## src/rtl/muldiv_unit.sv

```systemverilog
// muldiv_unit: iterative multiply/divide beside the execute-stage ALU.
// Owns the HI/LO pair. Multiply uses one shift-add step per cycle and divide
// uses one restoring-subtract step per cycle. Signed ops run on magnitudes
// and are sign-corrected in FIX.
module muldiv_unit #(
  parameter int WIDTH = 32
) (
  input  logic             clk_i,
  input  logic             reset_i,
  input  logic             start_i,
  input  logic [2:0]       op_i,
  input  logic [WIDTH-1:0] src_a_i,
  input  logic [WIDTH-1:0] src_b_i,
  output logic             busy_o,
  output logic             done_o,
  output logic             div_by_zero_o,
  output logic [WIDTH-1:0] hi_o,
  output logic [WIDTH-1:0] lo_o
);

  localparam int CW = (WIDTH > 1) ? $clog2(WIDTH) : 1;
  localparam logic [CW-1:0] LAST = CW'(WIDTH - 1);

  typedef enum logic [1:0] {S_IDLE, S_CALC, S_FIX} state_t;

  state_t state_q, state_d;

  logic [CW-1:0]      cnt_q;
  logic               is_div_q;   // current op is div/divu
  logic               neg_q;      // product / quotient must be negated
  logic               neg_rem_q;  // remainder takes the dividend's sign
  logic               zero_q;     // divisor was zero
  logic [WIDTH-1:0]   opnd_q;     // multiplicand or divisor magnitude
  logic [WIDTH-1:0]   orig_a_q;   // dividend as given, for the divide-by-zero result
  logic [2*WIDTH-1:0] prod_q;     // multiply accumulator, multiplier shifts out at the LSB
  logic [WIDTH-1:0]   rem_q;      // partial remainder
  logic [WIDTH-1:0]   quo_q;      // dividend shifts out at the MSB, quotient shifts in at the LSB
  logic [WIDTH-1:0]   hi_q, lo_q;
  logic               done_q, dbz_q;

  logic               arith_start, mt_start;
  logic               a_neg, b_neg;
  logic [WIDTH-1:0]   a_abs, b_abs;
  logic [WIDTH:0]     mul_sum;
  logic [WIDTH:0]     rem_sh, rem_diff;
  logic [2*WIDTH-1:0] prod_fix;
  logic [WIDTH-1:0]   quo_fix, rem_fix;

  assign arith_start = start_i && !op_i[2];
  assign mt_start    = start_i && op_i[2] && !op_i[1];

  // Operand magnitudes, one step of each algorithm, and the final sign fix-up
  always_comb begin
    a_neg    = op_i[0] & src_a_i[WIDTH-1];
    b_neg    = op_i[0] & src_b_i[WIDTH-1];
    a_abs    = a_neg ? -src_a_i : src_a_i;
    b_abs    = b_neg ? -src_b_i : src_b_i;
    mul_sum  = {1'b0, prod_q[2*WIDTH-1:WIDTH]} + (prod_q[0] ? {1'b0, opnd_q} : '0);
    // The trial remainder is WIDTH+1 bits; its top bit after the subtract is the borrow
    rem_sh   = {rem_q, quo_q[WIDTH-1]};
    rem_diff = rem_sh - {1'b0, opnd_q};
    prod_fix = neg_q ? -prod_q : prod_q;
    quo_fix  = neg_q ? -quo_q : quo_q;
    rem_fix  = neg_rem_q ? -rem_q : rem_q;
  end

  // State register
  always_ff @(posedge clk_i) begin
    if (reset_i) state_q <= S_IDLE;
    else         state_q <= state_d;
  end

  // Next-state: accept in IDLE, run WIDTH steps, one fix-up cycle
  always_comb begin
    state_d = state_q;
    case (state_q)
      S_IDLE:  if (arith_start) state_d = S_CALC;
      S_CALC:  if (cnt_q == LAST) state_d = S_FIX;
      S_FIX:   state_d = S_IDLE;
      default: state_d = S_IDLE;
    endcase
  end

  // Outputs
  always_comb begin
    busy_o        = (state_q != S_IDLE);
    done_o        = done_q;
    div_by_zero_o = dbz_q;
    hi_o          = hi_q;
    lo_o          = lo_q;
  end

  // Datapath: operand latch, iteration, HI/LO write-back
  always_ff @(posedge clk_i) begin
    if (reset_i) begin
      cnt_q     <= '0;
      is_div_q  <= 1'b0;
      neg_q     <= 1'b0;
      neg_rem_q <= 1'b0;
      zero_q    <= 1'b0;
      opnd_q    <= '0;
      orig_a_q  <= '0;
      prod_q    <= '0;
      rem_q     <= '0;
      quo_q     <= '0;
      hi_q      <= '0;
      lo_q      <= '0;
      done_q    <= 1'b0;
      dbz_q     <= 1'b0;
    end else begin
      done_q <= 1'b0;
      case (state_q)
        S_IDLE: begin
          if (arith_start) begin
            is_div_q  <= op_i[1];
            neg_q     <= a_neg ^ b_neg;
            neg_rem_q <= a_neg;
            zero_q    <= op_i[1] && (src_b_i == '0);
            orig_a_q  <= src_a_i;
            cnt_q     <= '0;
            dbz_q     <= 1'b0;
            if (op_i[1]) begin
              opnd_q <= b_abs;
              quo_q  <= a_abs;
              rem_q  <= '0;
            end else begin
              opnd_q <= a_abs;
              prod_q <= {{WIDTH{1'b0}}, b_abs};
            end
          end else if (mt_start) begin
            if (op_i[0]) lo_q <= src_a_i;
            else         hi_q <= src_a_i;
          end
        end
        S_CALC: begin
          cnt_q <= cnt_q + 1'b1;
          if (is_div_q) begin
            // Restoring step: keep the subtraction only if it did not borrow
            if (!rem_diff[WIDTH]) begin
              rem_q <= rem_diff[WIDTH-1:0];
              quo_q <= {quo_q[WIDTH-2:0], 1'b1};
            end else begin
              rem_q <= rem_sh[WIDTH-1:0];
              quo_q <= {quo_q[WIDTH-2:0], 1'b0};
            end
          end else begin
            prod_q <= {mul_sum, prod_q[WIDTH-1:1]};
          end
        end
        S_FIX: begin
          done_q <= 1'b1;
          dbz_q  <= zero_q;
          if (zero_q) begin
            hi_q <= orig_a_q;
            lo_q <= '1;
          end else if (is_div_q) begin
            hi_q <= rem_fix;
            lo_q <= quo_fix;
          end else begin
            {hi_q, lo_q} <= prod_fix;
          end
        end
        default: ;
      endcase
    end
  end

endmodule

```

## config.mk

```make
export PLATFORM = sky130hd
export DESIGN_NAME = muldiv_unit
export DESIGN_NICKNAME = d
export VERILOG_FILES = /design/src/rtl/muldiv_unit.sv
export SDC_FILE = /design/constraint.sdc
export NUM_CORES = 1
export LEC_CHECK = 0
export BUFFER_PORTS_ARGS = -buffer_cell sky130_fd_sc_hd__buf_2
export CAP_MARGIN = 10
export CORE_ASPECT_RATIO = 0.9
export CORE_UTILIZATION = 45
export CTS_CLUSTER_DIAMETER = 100
export DETAILED_ROUTE_END_ITERATION = 10
export SLEW_MARGIN = 20
export SYNTH_ARGS = -nofsm -noshare
export SYNTH_HDL_FRONTEND = slang
export SYNTH_SLANG_ARGS = --single-unit
```

## constraint.sdc

```tcl
create_clock -name clk_i -period 4.2 [get_ports clk_i]
set_input_delay 0.42 -clock clk_i [delete_from_list [all_inputs] [get_ports clk_i]]
set_output_delay 0.42 -clock clk_i [all_outputs]
set_load 0.1 [all_outputs]
```

==> impl.org, run 1 <==
** Clocking
- TritonCTS built the clock tree.
- TritonCTS sink count :: 269
- Clock H-tree levels :: 1
- Root Buffer :: sky130_fd_sc_hd__clkbuf_16
- Clock tree synthesis inserted a total of 31 buffers.
- After clock tree synthesis, the clock-pin slew on the worst setup and hold paths is 60 ps.
- Clock latency on the worst-skew pair :: 600 ps
- Resize count post-CTS :: 0
- Maximum buffer depth of the clock tree :: 3
- Post-CTS setup buffer count :: 0
- Quantity of hold-fixing buffers added after cts :: 0

** Critical path
- Kind of end point of the critical path :: flip-flop
- Together, buffers and inverters on the worst path number 2.
- STA puts the critical path data arrival time at 4360 ps.
- Cell chain of the critical path :: inv_1, fa_1, nor2b_1, o31a_1, o21ai_0, a2111oi_1, nor3_2, o21ai_1, a221oi_1, xnor2_2, buf_12, mux2i_1, o21ai_0
- Critical path's most frequent cell :: sky130_fd_sc_hd__o21ai_0
- Type of the worst setup path :: reg2reg
- Crit-path max cell delay :: roughly 640 ps
- Grouping stages by cell kind, the critical path spends the most delay in compound AO/OA/AOI/OAI gates.
- Worst path required time :: 4660 ps
- The number of cells on the worst reg-to-reg path is 13.
- Of all nets on the critical path, the largest fanout is 32.
- In this run the critical register-to-register path is launched from rem_q[0].
- Worst Setup Start Kind :: flip-flop
- Flop2flop setup slack :: 300 ps
- Max stage delay cell, worst path :: sky130_fd_sc_hd__a2111oi_1
- Endpoint of the worst-slack reg-to-reg timing path :: rem_q[10]

** Detailed routing
- The routed layout has 19376 vias.
- Number of design rule violations left after detail routing :: 0
- The detail route stage leaves a number of antenna-violating nets equal to 0.
- Routed wire length :: 73.8 mm
- After the first detailed-routing iteration, the DRC count stood at 2073.
- The first detailed-routing pass took 6 iterations.
- Detailed-route vias per instance :: between 6 and 7
- After detailed routing, the average wire length per cell comes to 23.5 um.

** GRT
- Entering global routing, the biggest net connects a little under 80 pins.
- The first global-routing pass estimated roughly 110 mm of wire.
- Via count of the first global-routing pass :: ~18000
- The initial antenna violation count is 0.
- Summed over all layers, the global routing overflow is 0.
- GR Util All Layers :: 0.339

** Synth
- Of the post-synthesis cell area, the dominant cell type holds 0.287.
- Of all flip-flops after synthesis, the portion carrying an async set or reset was 0.
- The synthesized design contains 0 enable-type register cells.
- Average footprint of a synthesized cell :: roughly 7.5 um^2
- The biggest area contributor in the post-synthesis netlist is sky130_fd_sc_hd__dfxtp_1.
- After synthesis, the netlist uses between 70 and 80 different library cells.
- Yosys attributes the largest share of cell area to sky130_fd_sc_hd__dfxtp_1, sky130_fd_sc_hd__a21oi_1, sky130_fd_sc_hd__nand2_1.
- Synthesis handed over a netlist of 2519 instances.
- In this run the cell area of the synthesized design comes to approximately 0.019 mm^2.
- The Yosys step of the flow raised 0 warnings.
- The share of the Yosys chip area taken by registers is 0.287.
- Synthesis produced a netlist with a net count of roughly 2700.
- The synthesized design contains 269 register bits.
- Flip-flop cell with the highest count after synthesis :: sky130_fd_sc_hd__dfxtp_1

** Power and ir drop
- Fraction of power consumed by the clock network :: 0.388
- Summed over all cells, the static leakage comes to approximately 8.3 nW.
- P_int :: 4.78 mW
- Power Total :: 7.14 mW
- The share of total power dissipated in sequential elements is 0.387.
- Power per standard cell area :: 340 mW/mm^2
- Comb pwr share :: 0.225
- The analysis attributes to net switching a power of around 2.4 mW.
- Peak VDD IR :: ~0.28 mV
- Switching fraction of total power :: 0.330

** Die
- In this run the standard cell core region covers 0.0409 mm^2.
- The floorplan has 70 rows.
- The floorplan step set the die height to 196 um.
- I/O pin count :: around 140
- The die is 217 um wide.
- Initial standard-cell utilization of the core :: 0.459
- The floorplan step defined a die boundary enclosing 0.0425 mm^2.

** Finish
- Share of the core filled with cells :: 0.513
- After the last flow step, the layout net total stands at ~2700.
- # fillers :: 4014
- Layout Area Growth over Synthesis :: 11.9%
- Of the cells placed in the final design, the portion with a size suffix greater than 1 is 0.111.

** Timing
- Share of the cycle needed by the critical path after routing :: 0.929
- Setup violations remaining at the end of the flow were counted as 0.
- For the pin with the worst max-slew slack, the measured transition is 1170 ps.
- Sum of negative setup slack :: 0 ps
- On the final layout, the worst hold slack is roughly 120 ps.
- Counting I/O delays and the setup requirement, the final critical path takes between 3000 and 4000 ps.
- The clock arrives with 19.1 ps of skew.
- Highest attainable clock frequency :: 0.256 GHz
- The number of max-slew violations in the final report is 0.
- RSZ-0062 raised after global routing :: false
- Setup slack on the critical path of the routed design comes to ~300 ps.
- Final hold viol count :: 0
- Relative slew slack :: 0.213

** Place
- During placement, the flow inserted port buffers numbering about 140.
- Post-placement setup slack :: ~230 ps
- Routability-driven placement finished with a final weighted congestion of around 0.92.
- Detailed placement ended at an HPWL of around 55 mm.

** Hold path
- End of the worst hold path :: orig_a_q[1]
- In this run the most critical hold path is launched from src_a_i[1].
- Class of the most critical hold timing path :: in2reg
- Hold Crit Depth :: 3

** Job
- The tool flagged a number of max-cap violations equal to 0.

** Status
- The flow ran to the end, and the final reports show no timing, DRC or antenna violations.
## layout make-up
cell class | count | area [um^2] | share of cell area
repair buffers | 192 | 1130 | 0.0539
multi-input cells | 2015 | 12600 | 0.598
diodes | 1 | 2.50 | 0.000119
flip-flops and latches | 269 | 5390 | 0.257
inverters | 66 | 248 | 0.0118
clock inverters | 4 | 70.1 | 0.00334
well taps | 540 | 676 | 0.0322
clock buffers | 47 | 926 | 0.0441
## sequential cells by signal (all words and copies together) (netlist names)
name / cells
prod_q: 64
orig_a_q: 32
zero_q: 1
neg_rem_q: 1
hi_o: 32
neg_q: 1
cnt_q: 5
rem_q: 32
done_o: 1
div_by_zero_o: 1
is_div_q: 1
quo_q: 32
state_q: 2
lo_o: 32
opnd_q: 32
## how the worst max path moves through the flow
stage	startpoint	cells past startpoint	to	slack [ps]
global route	prod_q[0]	15	prod_q[63]	70
floorplan	quo_q[31]	14	rem_q[6]	660
finish	rem_q[0]	13	rem_q[10]	300
detailed placement	prod_q[0]	15	prod_q[63]	230
CTS	prod_q[0]	15	prod_q[63]	180
global placement	prod_q[0]	15	prod_q[63]	270
## cell families (layout without fill, tap and decap cells)
kind of cell | after synthesis | count (layout) | synth area share
XOR/XNOR | 229 | 229 | 0.107
flip-flops | 269 | 269 | 0.287
multiplexers | 56 | 56 | 0.0306
AO/OA/AOI/OAI | 794 | 794 | 0.267
adder cells (fa/ha/maj) | 73 | 73 | 0.0495
other | 0 | 1 | 0
AND/OR/NAND/NOR | 863 | 863 | 0.211
buffers and inverters | 235 | 309 | 0.0479
## power by group through the flow
stage                     Sequential, mW  Clock, mW  Combinational [mW]
after floorplan                     2.88          0               0.967
after global placement              2.81          0                1.56
after detailed placement            2.81          0                1.57
after CTS                           2.76       2.79                1.58
after global routing                2.77       2.88                1.72
final                               2.76       2.77                1.61
## worst min-delay path, stage by stage
cell and delay [ps]:
sky130_fd_sc_hd__buf_2 130, sky130_fd_sc_hd__nand2_1 60, sky130_fd_sc_hd__a21oi_1 50
## layer usage
layer | up-vias | GRT usage | wire, um
met2 | 785 | 0.549 | 33600
met3 | 167 | 0.0465 | 5080
met4 | 0 | 0.147 | 3510
met5 | - | 0 | 0
met1 | 9266 | 0.449 | 31600
li1 | 9158 | - | -
## stage by stage
stage | instances | cell area, um^2
after global routing | 3133 | 21000
after global placement | 3082 | 20000
after CTS | 3133 | 21000
after floorplan | 2519 | 18800
after detailed placement | 3082 | 20000
final | 3134 | 21000
## cell usage after synthesis, types with 5 or more instances
cell                        number
sky130_fd_sc_hd__dfxtp_1       269
sky130_fd_sc_hd__a211o_1         6
sky130_fd_sc_hd__inv_1          66
sky130_fd_sc_hd__a22o_1          5
sky130_fd_sc_hd__and2_1          7
sky130_fd_sc_hd__nand2_1       308
sky130_fd_sc_hd__ha_1           71
sky130_fd_sc_hd__and3_1         12
sky130_fd_sc_hd__a2111oi_0      15
sky130_fd_sc_hd__nor3_1         49
sky130_fd_sc_hd__a221oi_1        6
sky130_fd_sc_hd__a311oi_1        6
sky130_fd_sc_hd__a211oi_1       70
sky130_fd_sc_hd__buf_2           8
sky130_fd_sc_hd__or2_2          17
sky130_fd_sc_hd__o21a_1          8
sky130_fd_sc_hd__mux2i_1        54
sky130_fd_sc_hd__a21o_1         33
sky130_fd_sc_hd__nand2b_1       17
sky130_fd_sc_hd__nor2_1        277
sky130_fd_sc_hd__o211ai_1       27
sky130_fd_sc_hd__o31ai_1        57
sky130_fd_sc_hd__o221ai_1       18
sky130_fd_sc_hd__or4_1          20
sky130_fd_sc_hd__o22ai_1        17
sky130_fd_sc_hd__nor4_1         20
sky130_fd_sc_hd__a22oi_1        14
sky130_fd_sc_hd__nand3_1        31
sky130_fd_sc_hd__xnor2_1       112
sky130_fd_sc_hd__xor2_1        117
sky130_fd_sc_hd__nand3b_1        5
sky130_fd_sc_hd__a21oi_1       246
sky130_fd_sc_hd__buf_1          14
sky130_fd_sc_hd__or4_4           8
sky130_fd_sc_hd__a21boi_0        6
sky130_fd_sc_hd__o21bai_1       11
sky130_fd_sc_hd__nand4_1         7
sky130_fd_sc_hd__o41ai_1        23
sky130_fd_sc_hd__o21ai_0       175
sky130_fd_sc_hd__nor2b_1        15
sky130_fd_sc_hd__or3_1          52
sky130_fd_sc_hd__a31oi_1        18
sky130_fd_sc_hd__clkbuf_1      145
## layout by cell type, fill, tap and decap left out, types with 48 or more instances in the layout
cell,netlist,routed
sky130_fd_sc_hd__a211oi_1,70,70
sky130_fd_sc_hd__a21oi_1,246,245
sky130_fd_sc_hd__buf_2,8,135
sky130_fd_sc_hd__buf_4,2,54
sky130_fd_sc_hd__dfxtp_1,269,267
sky130_fd_sc_hd__ha_1,71,71
sky130_fd_sc_hd__inv_1,66,66
sky130_fd_sc_hd__mux2i_1,54,54
sky130_fd_sc_hd__nand2_1,308,308
sky130_fd_sc_hd__nor2_1,277,274
sky130_fd_sc_hd__nor3_1,49,48
sky130_fd_sc_hd__o21ai_0,175,175
sky130_fd_sc_hd__o31ai_1,57,56
sky130_fd_sc_hd__or3_1,52,52
sky130_fd_sc_hd__xnor2_1,112,111
sky130_fd_sc_hd__xor2_1,117,117
No activity file was read; power rests on OpenSTA's default activity.
==> run 2, diff against run 1 <==
Settings changed: CAP_MARGIN 10 to not set, CELL_PAD_IN_SITES_DETAIL_PLACEMENT set to 1, CELL_PAD_IN_SITES_GLOBAL_PLACEMENT set to 2, CORE_UTILIZATION 45 to 36, PLACE_DENSITY_LB_ADDON set to 0.1.
==> run 2 against run 1 <==
Non-clock buffer count up 14. Clock power up 13%. Register-to-register slack barely moved. Via count up 0.57%. Setup slack barely moved. Clock skew about the same. Flip-flop and latch count stayed put. Fmax barely moved. Combinational power increased by 4%.
==> impl.org, run 2 (synthesis gave the netlist of run 1 again) <==
** Status
- Run status: finished clean (unchanged).

** Power and ir drop
- The leakage dissipation came to 8.46 nW (was 8.28 nW).
- Power per standard cell area :: 352 mW/mm^2 (was 340 mW/mm^2)
- Peak VDD IR :: 0.255 mV (was 0.284 mV)

** Finish
- Multi-input logic area :: 0.0125 mm^2 (was 0.0126 mm^2)
- Fraction of final layout cells sized beyond drive strength 1 :: 0.120 (was 0.111)
- The number of standard cells in the final layout excluding fillers came to 3309 (was 3134).
- Nets@finish :: 2737 (was 2718)
- Commonest non-fill, non-tap cell in the layout :: sky130_fd_sc_hd__nand2_1 (unchanged)
- Most frequent cells in the layout :: sky130_fd_sc_hd__nand2_1, sky130_fd_sc_hd__nor2_1, sky130_fd_sc_hd__dfxtp_1, sky130_fd_sc_hd__a21oi_1, sky130_fd_sc_hd__o21ai_0 (unchanged)
- The number of filler instances in the final layout is 6365 (was 4014).
- Number of flip-flops in the largest register :: 64 (unchanged)
- The area of all sequential standard cells came to 0.00539 mm^2 (unchanged).
- The area added between synthesis and finish came to 14.4% (was 11.9%).
- Largest register by flop count :: prod_q (unchanged)

** Timing
- Post-Route Skew :: 18.8 ps (was 19.1 ps)
- Relative slew slack :: 0.304 (was 0.213)
- The final critical-path share of the clock period is 0.929 (about the same).
- The post-layout minimum cycle time is 3900 ps (about the same).
- The number of max-slew violations in the final report came to 0 (unchanged).
- The achievable frequency was 0.256 GHz (about the same).
- RSZ-0062 raised after global routing: false (unchanged).
- Setup-failing EPs final :: 0 (unchanged)
- The setup TNS was 0 ps (unchanged).
- Final hold viol count :: 0 (unchanged)
- The actual slew at the worst max-slew pin was 1040 ps (was 1170 ps).

** Critical path
- Flop2flop setup slack :: 300 ps (about the same)
- Worst Setup SP :: prod_q[10] (was rem_q[0])
- The cell count of the worst reg-to-reg path was 9 (was 13).
- Launch instance of the worst register-to-register path :: prod_q[10] (was rem_q[0])
- Kind of end point of the critical path :: flip-flop (unchanged)
- The endpoint of the worst-slack reg-to-reg timing path was hi_o[13] (was rem_q[10]).
- The worst setup path endpoint was hi_o[13] (was rem_q[10]).
- Largest fanout on the critical path :: 7 (was 32)
- The required time of the critical path came to 4690 ps (was 4660 ps).
- The critical path startpoint category was a flip-flop (unchanged).
- The critical path class was reg2reg (unchanged).
- The arrival time of the worst setup path is 4400 ps (was 4360 ps).

** GRT
- The global-route wire length before repair was 125 mm (was 111 mm).
- Via count of the first global-routing pass :: 19357 (was 17970)
- Number of antenna violations at the first check in global routing :: 0 (unchanged)
- The remaining global-route overflow was 0 (unchanged).
- The overall fraction of global-route tracks in use came to 0.308 (was 0.339).
- Maximum number of pins on one net before global-route repair :: 101 (was 79)

** Detailed routing
- The starting DRC count in detailed routing came to 1134 (was 2073).
- Per-cell routed wire length :: 24.9 um (was 23.5 um)
- The met3 wire length came to 3.53 mm (was 5.08 mm).
- Total number of vias :: 19487 (was 19376)
- Highest metal used :: met4 (unchanged)
- Detailed-route vias per instance :: 5.89 (was 6.18)
- Metal1 wirelength :: 38.1 mm (was 31.6 mm)
- The number of routed nets with antenna violations came to 0 (unchanged).
- The total DRC errors in the routed layout came to 0 (unchanged).
- Router iterations before antenna repair :: 5 (was 6)
- The detailed-route wire length came to 82.5 mm (was 73.8 mm).
- Met2 routed wirelength :: 38.4 mm (was 33.6 mm)

** Clocking
- The post-CTS setup buffer count came to 0 (unchanged).
- The clock latency at the later pin of the worst-skew pair was 570 ps (was 600 ps).
- TritonCTS sink count :: 269 (unchanged)
- Quantity of hold-fixing buffers added after cts :: 0 (unchanged)
- The CTS root buffer is sky130_fd_sc_hd__clkbuf_16 (unchanged).
- Total clock buffers created by CTS :: 36 (was 31)
- The buffer depth of the longest clock path came to 3 (unchanged).
- The number of gates resized after cts came to 0 (unchanged).
- CTS tree :: yes (unchanged)
- The number of levels in the clock H-tree is 2 (was 1).
- Clk slew on worst S/H paths :: 60 ps (about the same)

** Die
- I/O pin count :: 137 (unchanged)
- The initial standard-cell utilization of the core came to 0.364 (was 0.459).
- Core ar. :: 0.0516 mm^2 (was 0.0409 mm^2)
- The total die area came to 0.0530 mm^2 (was 0.0425 mm^2).
- Site row count :: 79 (was 70)
- The floorplan die height is 219 um (was 196 um).
- The horizontal extent of the die came to 243 um (was 217 um).

** Hold path
- Class of the most critical hold timing path :: in2reg (unchanged)
- Hold Crit Depth :: 3 (unchanged)
- The beginning of the worst hold path is src_a_i[1] (unchanged).

** Place
- # placed instances :: 3244 (was 3082)
- RePlAce Congestion :: 0.893 (was 0.924)
- Buffers on Ports :: 136 (unchanged)
- The HPWL reported at the end of detailed placement came to 63.4 mm (was 55.2 mm).

** Job
- Number of maximum-capacitance constraint violations :: 0 (unchanged)
[run 2: worst min path at each step]
stage,endpoint
after floorplan,cnt_q[3]
after global placement,orig_a_q[24]
after detailed placement,orig_a_q[19]
after CTS,orig_a_q[1]
after global routing,orig_a_q[5]
final,orig_a_q[1]
[run 2: stage by stage]
| step | instance area, um^2 | setup slack (ps) | hold WS, ps | util | power [mW] |
|---|---|---|---|---|---|
| after floorplan | 18800 | 662 | 428 | - | 3.85 |
| after CTS | 21500 | 104 | 126 | 0.416 | 7.60 |
| after detailed placement | 20300 | 82.6 | 446 | 0.393 | 4.47 |
| after global routing | 21500 | 5.72 | 155 | 0.416 | 7.85 |
| after global placement | 20300 | 237 | 438 | 0.393 | 4.44 |
| final | 21500 | 296 | 145 | 0.416 | 7.56 |
[run 2: area by class of cell]
type | instances | area share
Sequential cell | 269 | 0.251
Timing Repair Buffer | 206 | 0.0584
Multi-Input combinational cell | 2015 | 0.584
Antenna cell | 1 | 0.000117
Clock buffer | 50 | 0.0486
Tap cell | 688 | 0.0401
Inverter | 66 | 0.0115
Clock inverter | 14 | 0.00623
[run 2: metal layers]
metal | up-vias | track usage
li1 | 9208 | -
met1 | 9698 | 0.416
met2 | 467 | 0.516
met3 | 114 | 0.0319
met4 | 0 | 0.0945
met5 | - | 0
[run 2: critical path, stage by stage, from the launching register on]
cell                       delay [ps]
sky130_fd_sc_hd__dfxtp_1          370
sky130_fd_sc_hd__or4_1            670
sky130_fd_sc_hd__or4_1            670
sky130_fd_sc_hd__or4_1            740
sky130_fd_sc_hd__o41ai_1          370
sky130_fd_sc_hd__xnor2_1          170
sky130_fd_sc_hd__nor2_1            60
sky130_fd_sc_hd__a211oi_1         500
sky130_fd_sc_hd__a211oi_1          90
sky130_fd_sc_hd__nor3_1           180
[run 2: report_power, final]
group / leakage, nW / switching [mW] / total [mW] / internal, mW
sequential: 2.18 / 0.115 / 2.76 / 2.65
clock: 0.581 / 1.32 / 3.13 / 1.81
combinational: 5.69 / 1.15 / 1.67 / 0.522
